`config.mk`:
```
export PLATFORM = sky130hd
export DESIGN_NAME = snake_game_ctrl_flat
export DESIGN_NICKNAME = d
export VERILOG_FILES = /design/src/rtl/snake_pkg.sv /design/src/rtl/snake_game_ctrl_if.sv /design/src/rtl/snake_game_ctrl_btn_sync_edge.sv /design/src/rtl/snake_game_ctrl.sv /design/src/flat_wrapper.sv
export SDC_FILE = /design/constraint.sdc
export NUM_CORES = 1
export LEC_CHECK = 0
export CAP_MARGIN = 20
export CORE_UTILIZATION = 23
export DETAILED_ROUTE_END_ITERATION = 8
export SKIP_LAST_GASP = 1
export SLEW_MARGIN = 15
export SYNTH_ARGS = -nofsm -noshare
export SYNTH_HDL_FRONTEND = slang
export SYNTH_SLANG_ARGS = --single-unit
```
`constraint.sdc`:
```
create_clock -name clk -period 3.1 [get_ports clk]
set_clock_uncertainty 0.1 [all_clocks]
set_input_delay 0.465 -clock clk [delete_from_list [all_inputs] [get_ports clk]]
set_output_delay 0.465 -clock clk [all_outputs]
set_load 0.1 [all_outputs]
```
`src/rtl/snake_pkg.sv`:
```
// Shared definitions for the snake game controller and renderer:
// direction codes, game-state encoding and the opposite-direction helper.
package snake_pkg;

    localparam logic [2:0] DIR_IDLE  = 3'b000;
    localparam logic [2:0] DIR_UP    = 3'b001;
    localparam logic [2:0] DIR_DOWN  = 3'b010;
    localparam logic [2:0] DIR_LEFT  = 3'b011;
    localparam logic [2:0] DIR_RIGHT = 3'b100;

    localparam logic [1:0] GS_IDLE      = 2'b00;
    localparam logic [1:0] GS_PLAY      = 2'b01;
    localparam logic [1:0] GS_GAME_OVER = 2'b11;

    typedef enum logic [1:0] {
        ST_IDLE      = GS_IDLE,
        ST_PLAY      = GS_PLAY,
        ST_GAME_OVER = GS_GAME_OVER
    } game_state_t;

    // Direction that would reverse the snake onto itself; IDLE has none.
    function automatic logic [2:0] opposite(input logic [2:0] dir);
        case (dir)
            DIR_UP:    opposite = DIR_DOWN;
            DIR_DOWN:  opposite = DIR_UP;
            DIR_LEFT:  opposite = DIR_RIGHT;
            DIR_RIGHT: opposite = DIR_LEFT;
            default:   opposite = DIR_IDLE;
        endcase
    endfunction

endpackage

```
`src/rtl/snake_game_ctrl_if.sv`:
```
// Bundle between the game controller and its surroundings (sync generator,
// buttons, renderers). The controller side is the master modport.
//
// Protocol: there is no back-pressure. update and eat are one-cycle strobes
// that the renderer must accept in the cycle they are high; direction,
// game_state and score are level signals valid every cycle.
interface snake_game_ctrl_if #(
    parameter int BIT     = 10,
    parameter int SCORE_W = 8
);
    logic [BIT-1:0]     x_pos;
    logic [BIT-1:0]     y_pos;
    logic               btn_up;
    logic               btn_down;
    logic               btn_left;
    logic               btn_right;
    logic               snake_head_active;
    logic               snake_body_active;
    logic               food_active;
    logic [2:0]         direction;
    logic               update;
    logic [1:0]         game_state;
    logic [SCORE_W-1:0] score;
    logic               eat;

    modport master (
        input  x_pos, y_pos, btn_up, btn_down, btn_left, btn_right,
        input  snake_head_active, snake_body_active, food_active,
        output direction, update, game_state, score, eat
    );

    modport slave (
        output x_pos, y_pos, btn_up, btn_down, btn_left, btn_right,
        output snake_head_active, snake_body_active, food_active,
        input  direction, update, game_state, score, eat
    );
endinterface

```
`src/rtl/snake_game_ctrl_btn_sync_edge.sv`:
```
// Two-flop synchronizer for an asynchronous button plus rising-edge detect.
// press is high for one cycle after the synchronized level goes 0->1.
module btn_sync_edge (
    input  logic clk,
    input  logic reset,
    input  logic btn,
    output logic press
);
    logic meta;
    logic sync;
    logic sync_prev;

    // Synchronizer chain and the previous-level register for edge detection.
    always_ff @(posedge clk) begin
        if (reset) begin
            meta      <= 1'b0;
            sync      <= 1'b0;
            sync_prev <= 1'b0;
        end else begin
            meta      <= btn;
            sync      <= meta;
            sync_prev <= sync;
        end
    end

    assign press = sync & ~sync_prev;
endmodule

```
`src/rtl/snake_game_ctrl.sv`:
```
// Snake game controller: turns button presses into a pending direction,
// watches the renderer's pixel flags during the visible scan, and once per
// step issues the update strobe, scores food and detects collisions.
module snake_game_ctrl
    import snake_pkg::*;
#(
    parameter int BIT              = 10,
    parameter int H_ACTIVE         = 640,
    parameter int V_ACTIVE         = 480,
    parameter int FRAMES_PER_STEP  = 8,
    parameter int GAME_OVER_FRAMES = 60,
    parameter int SCORE_W          = 8
) (
    input logic                clk,
    input logic                reset,
    snake_game_ctrl_if.master  bus
);
    localparam int STEP_W = (FRAMES_PER_STEP > 1) ? $clog2(FRAMES_PER_STEP) : 1;
    localparam int GO_W   = (GAME_OVER_FRAMES > 1) ? $clog2(GAME_OVER_FRAMES) : 1;
    localparam logic [STEP_W-1:0] STEP_LAST = STEP_W'(FRAMES_PER_STEP - 1);
    localparam logic [GO_W-1:0]   GO_LAST   = GO_W'(GAME_OVER_FRAMES - 1);

    logic press_up, press_down, press_left, press_right;
    logic any_press;
    logic [2:0] press_dir;

    logic at_vblank, vblank_q, frame_tick, visible;
    logic head_seen, hit, ate;

    game_state_t        state;
    logic [2:0]         direction;
    logic [2:0]         last_dir;
    logic [SCORE_W-1:0] score;
    logic               update;
    logic               eat;
    logic               armed;
    logic [STEP_W-1:0]  step_cnt;
    logic [GO_W-1:0]    go_cnt;
    logic               crash;
    logic               commit;
    logic [2:0]         guard_dir;

    btn_sync_edge u_sync_up    (.clk(clk), .reset(reset), .btn(bus.btn_up),    .press(press_up));
    btn_sync_edge u_sync_down  (.clk(clk), .reset(reset), .btn(bus.btn_down),  .press(press_down));
    btn_sync_edge u_sync_left  (.clk(clk), .reset(reset), .btn(bus.btn_left),  .press(press_left));
    btn_sync_edge u_sync_right (.clk(clk), .reset(reset), .btn(bus.btn_right), .press(press_right));

    // Pick one press per cycle, UP first, RIGHT last.
    always_comb begin
        press_dir = DIR_IDLE;
        if (press_up)         press_dir = DIR_UP;
        else if (press_down)  press_dir = DIR_DOWN;
        else if (press_left)  press_dir = DIR_LEFT;
        else if (press_right) press_dir = DIR_RIGHT;
        any_press = press_up | press_down | press_left | press_right;
    end

    assign at_vblank  = (bus.x_pos == '0) && (bus.y_pos == BIT'(V_ACTIVE));
    assign frame_tick = at_vblank & ~vblank_q;
    assign visible    = (bus.x_pos < BIT'(H_ACTIVE)) && (bus.y_pos < BIT'(V_ACTIVE));

    // A press is checked against the direction that will be committed after
    // this cycle, so a press landing on a committing tick cannot reverse.
    assign crash     = armed & (hit | ~head_seen);
    assign commit    = (state == ST_PLAY) & frame_tick & ~crash & (step_cnt == STEP_LAST);
    assign guard_dir = commit ? direction : last_dir;

    // Remember the vblank condition so the frame tick fires only once.
    always_ff @(posedge clk) begin
        if (reset) vblank_q <= 1'b0;
        else       vblank_q <= at_vblank;
    end

    // Accumulate renderer flags over the visible area; cleared on each tick.
    always_ff @(posedge clk) begin
        if (reset || frame_tick) begin
            head_seen <= 1'b0;
            hit       <= 1'b0;
            ate       <= 1'b0;
        end else if (visible) begin
            head_seen <= head_seen | bus.snake_head_active;
            hit       <= hit | (bus.snake_head_active & bus.snake_body_active);
            ate       <= ate | (bus.snake_head_active & bus.food_active);
        end
    end

    // Game FSM with registered direction, strobes, score and counters.
    always_ff @(posedge clk) begin
        if (reset) begin
            state     <= ST_IDLE;
            direction <= DIR_IDLE;
            last_dir  <= DIR_IDLE;
            score     <= '0;
            update    <= 1'b0;
            eat       <= 1'b0;
            armed     <= 1'b0;
            step_cnt  <= '0;
            go_cnt    <= '0;
        end else begin
            update <= 1'b0;
            eat    <= 1'b0;
            case (state)
                ST_IDLE: begin
                    direction <= DIR_IDLE;
                    if (any_press) begin
                        state     <= ST_PLAY;
                        direction <= press_dir;
                        last_dir  <= press_dir;
                        score     <= '0;
                        armed     <= 1'b0;
                        step_cnt  <= '0;
                    end
                end
                ST_PLAY: begin
                    if (any_press && (press_dir != opposite(guard_dir))) begin
                        direction <= press_dir;
                    end
                    if (frame_tick) begin
                        armed <= 1'b1;
                        if (crash) begin
                            state     <= ST_GAME_OVER;
                            direction <= DIR_IDLE;
                            go_cnt    <= '0;
                        end else if (step_cnt == STEP_LAST) begin
                            step_cnt <= '0;
                            update   <= 1'b1;
                            last_dir <= direction;
                            if (ate) begin
                                eat <= 1'b1;
                                if (score != '1) score <= score + 1'b1;
                            end
                        end else begin
                            step_cnt <= step_cnt + 1'b1;
                        end
                    end
                end
                ST_GAME_OVER: begin
                    direction <= DIR_IDLE;
                    if (frame_tick) begin
                        if (go_cnt == GO_LAST) state <= ST_IDLE;
                        else                   go_cnt <= go_cnt + 1'b1;
                    end
                end
                default: state <= ST_IDLE;
            endcase
        end
    end

    assign bus.direction  = direction;
    assign bus.update     = update;
    assign bus.game_state = state;
    assign bus.score      = score;
    assign bus.eat        = eat;
endmodule
```
`src/flat_wrapper.sv`:
```
// flat-port wrapper written by rule: the top's interface ports become plain ports
module snake_game_ctrl_flat import snake_pkg::*;
#(
    parameter int BIT              = 10,
    parameter int H_ACTIVE         = 640,
    parameter int V_ACTIVE         = 480,
    parameter int FRAMES_PER_STEP  = 8,
    parameter int GAME_OVER_FRAMES = 60,
    parameter int SCORE_W          = 8
)
  (clk, reset, bus_x_pos, bus_y_pos, bus_btn_up, bus_btn_down, bus_btn_left, bus_btn_right, bus_snake_head_active, bus_snake_body_active, bus_food_active, bus_direction, bus_update, bus_game_state, bus_score, bus_eat);
  snake_game_ctrl_if #(.BIT(BIT), .SCORE_W(SCORE_W)) bus_i ();
  input logic clk;
  input logic reset;
  input wire logic [$bits(bus_i.x_pos)-1:0] bus_x_pos;
  input wire logic [$bits(bus_i.y_pos)-1:0] bus_y_pos;
  input wire logic [$bits(bus_i.btn_up)-1:0] bus_btn_up;
  input wire logic [$bits(bus_i.btn_down)-1:0] bus_btn_down;
  input wire logic [$bits(bus_i.btn_left)-1:0] bus_btn_left;
  input wire logic [$bits(bus_i.btn_right)-1:0] bus_btn_right;
  input wire logic [$bits(bus_i.snake_head_active)-1:0] bus_snake_head_active;
  input wire logic [$bits(bus_i.snake_body_active)-1:0] bus_snake_body_active;
  input wire logic [$bits(bus_i.food_active)-1:0] bus_food_active;
  output wire logic [$bits(bus_i.direction)-1:0] bus_direction;
  output wire logic [$bits(bus_i.update)-1:0] bus_update;
  output wire logic [$bits(bus_i.game_state)-1:0] bus_game_state;
  output wire logic [$bits(bus_i.score)-1:0] bus_score;
  output wire logic [$bits(bus_i.eat)-1:0] bus_eat;
  assign bus_i.x_pos = bus_x_pos;
  assign bus_i.y_pos = bus_y_pos;
  assign bus_i.btn_up = bus_btn_up;
  assign bus_i.btn_down = bus_btn_down;
  assign bus_i.btn_left = bus_btn_left;
  assign bus_i.btn_right = bus_btn_right;
  assign bus_i.snake_head_active = bus_snake_head_active;
  assign bus_i.snake_body_active = bus_snake_body_active;
  assign bus_i.food_active = bus_food_active;
  assign bus_direction = bus_i.direction;
  assign bus_update = bus_i.update;
  assign bus_game_state = bus_i.game_state;
  assign bus_score = bus_i.score;
  assign bus_eat = bus_i.eat;
  snake_game_ctrl #(.BIT(BIT), .H_ACTIVE(H_ACTIVE), .V_ACTIVE(V_ACTIVE), .FRAMES_PER_STEP(FRAMES_PER_STEP), .GAME_OVER_FRAMES(GAME_OVER_FRAMES), .SCORE_W(SCORE_W)) u_core (.clk(clk), .reset(reset), .bus(bus_i));
endmodule
```
==> impl_metrics.yaml <==
sta:
  slew_viol_final: 0
  period_needed_ps: 2570
  hold_viol: 0
  rsz0062_at_grt: "false"
  tns_ps: 0
  max_slew_margin_pct: 52.5
  fin_crit_sh_pct: 83.0
  worstMarginPinSlew_ps: 713
  max_freq_mhz: 389
  final-setup-viol-count: 0
  holdWs_ps: 344
die:
  num_rows: 35
  ios: 44
  die-area_mm2: 0.0101
  fp.coreArea_mm2: 0.00933
  die_x_um: 101
  start_util_pct: 23.9
  die_h_um: 101
power_and_ir_drop:
  ir_drop_mv: 0.191
  design_power_total_mw: 1.24
  power_density_mw_per_mm2: 427
  p_leak_nw: 1.07
cells_and_area:
  final_common_cell: "dfxtp_1"
  syn2layout_area_growth_pct: 30.2
  layoutNonFillerInstCount: 428
  nNetsFinal: 331
  drive_above_1_share_pct: 15.4
  diodes: 0
  final_cell_mix: "dfxtp_1, nor2_1, clkdlybuf4s50_1"
logic_synthesis:
  netlist_area_mm2: 0.00223
  yosysSeqAreaShare_pct: 39.4
  synth-edff-count: 0
  ys_ff_latch: 44
  synth_top_area_cell: "dfxtp_1"
  synth_top_area_share_pct: 39.4
  synthTopCellsByArea: "dfxtp_1, nor2_1, nor2b_1"
  syn_nets: 283
  yosys_warnings: 0
  syn_area_per_cell_um2: 8.93
  synth-main-ff-cell: "dfxtp_1"
  synth_cell_types: 48
  syn_inst: 250
  synthArstFlopShare_pct: 0
clocking:
  clock-sinks: 44
  clock-root-buffer: "clkbuf_8"
  clk_latency_ps: 300
  cts_setup_buffers: 0
  cts_tree: "built"
  postCtsHoldBufs: 0
  clk_path_buf_depth: 2
  htreeDepth: 2
  numCtsBuffers: 5
  clk_pin_slew_ps: 90
  post_cts_resized: 0
drt:
  dr.pass1.iters: 4
  route.vias.total: 1947
  drc_errors: 0
  vias_per_cell: 4.55
  drtAntennaViolNets: 0
  totalWireLength_um: 4910
  wl_per_cell_um: 11.5
  first_iter_violations: 112
setup_path:
  crit_fanout: 6
  crit_start: "bus_x_pos[1]"
  worstPathCellList: "clkdlybuf4s50_1 > nor4_4 > nand4_4 > nor4_2 > a21oi_1 > a21oi_2 > nand3_1 > a311oi_1"
  endpoint_kind: "flip-flop"
  r2r_slack_ps: 600
  start_kind: "primary input"
  crit_slowest_cell: "nor4_2"
  cp_top_family: "simple AND/OR/NAND/NOR gates"
  cpPeakStageDelay_ps: 450
  ff2ff_path_depth: 7
  crit_buf_inv: 1
  crit_arrival_ps: 2680
  crit_type: "in2reg"
  regToRegEndpoint: "u_core.bus.direction[0]$_SDFFE_PP0P_"
  r2r-start: "u_core.u_sync_down.sync_prev$_SDFF_PP0_"
  cp.required_ps: 3210
placed_design:
  post-dp-hpwl_um: 3700
  numPortBuffers: 43
  gp_congestion: 0.880
  dpl.cell_count: 420
global_routing:
  grt_pass1_vias: 1879
  overflow: 0
  grt_use_total_pct: 10.5
  grt_max_degree: 18
  grt_pass1_wl_um: 8640
  antenna_found_initial: 0
hold_path:
  hp-start: "u_core.u_sync_right.meta$_SDFF_PP0_"
  whs_path_depth: 1
  min_to: "u_core.u_sync_right.sync$_SDFF_PP0_"
  hold_class: "reg2reg"
run_status:
  status: "completed"
job:
  drv_cap: 0
## cells in the mapped netlist (3+ instances only)
master	instances
nand2b_1	7
a211oi_1	4
a22oi_1	3
nand4_1	6
nor2b_1	16
clkbuf_1	6
nor4_4	4
nor3_1	11
or3_1	4
nand2_1	18
nor2_1	28
dfxtp_1	44
a21o_1	3
inv_1	5
a31oi_1	4
nand3_1	7
xor2_1	9
a21oi_1	16
and3_1	7
mux2i_1	4
o21ai_0	8
ha_1	4
## how the worst max path moves through the flow
stage,endpoint,slack [ps],cells past startpoint
after floorplan,u_core.bus.score[6]$_SDFFE_PP0P_,320,7
after global placement,u_core.bus.score[6]$_SDFFE_PP0P_,250,8
after detailed placement,u_core.bus.direction[1]$_SDFFE_PP0P_,190,8
after CTS,u_core.bus.direction[1]$_SDFFE_PP0P_,510,8
after global routing,u_core.bus.direction[1]$_SDFFE_PP0P_,300,8
final,u_core.bus.direction[1]$_SDFFE_PP0P_,530,8
## final cells by class
cell class | instances | area, µm²
fill | 982 | 6420
multi-input combinational | 191 | 1280
sequential | 44 | 881
timing repair buffer | 51 | 453
tap | 129 | 161
clock buffer | 5 | 68.8
clock inverter | 3 | 46.3
inverter | 5 | 18.8
## per-stage QoR
step	instance area [µm²]	util, %	setup slack, ps
CTS	2910	31.2	507
global route	2910	31.2	295
global placement	2790	29.9	248
detailed placement	2790	29.9	190
floorplan	2230	-	318
finish	2910	31.2	528
## metal layers
| layer | wire, µm | global-route usage [%] | vias to the layer above |
|---|---|---|---|
| li1 | - | - | 995 |
| met1 | 2310 | 13.4 | 908 |
| met2 | 2350 | 17.5 | 38 |
| met3 | 193 | 2.43 | 6 |
| met4 | 60 | 3.34 | 0 |
| met5 | 0 | 0 | - |
## worst reg2reg max path, delay by kind of cell (launching register included)
kind            cells  cell delay (ps)
compound gates      4             1050
simple gates        2              550
mux                 1              420
flops               1              320
## where the power goes
part           switching (mW)  internal, mW  leakage (nW)
sequential             0.0151         0.581         0.358
combinational           0.118        0.0836         0.657
clock                   0.202         0.243        0.0548
total                   0.335         0.908          1.07
## kinds of logic after synthesis
kind of cell / Yosys count / synth area share (%)
AO/OA/AOI/OAI: 52 / 15.7
XOR/XNOR: 10 / 3.92
adder cells (fa/ha/maj): 4 / 2.24
buffers and inverters: 15 / 3.31
flip-flops: 44 / 39.4
multiplexers: 5 / 2.30
AND/OR/NAND/NOR: 120 / 33.1
## flip-flops by register name, indices dropped and copies added, names as in the netlist, 2 cells and up
signal,cells
u_core.bus.score,8
u_core.go_cnt,6
u_core.bus.direction,3
u_core.last_dir,3
u_core.step_cnt,3
u_core.bus.game_state,2
Note: power is estimated with default switching activity, not from simulation.
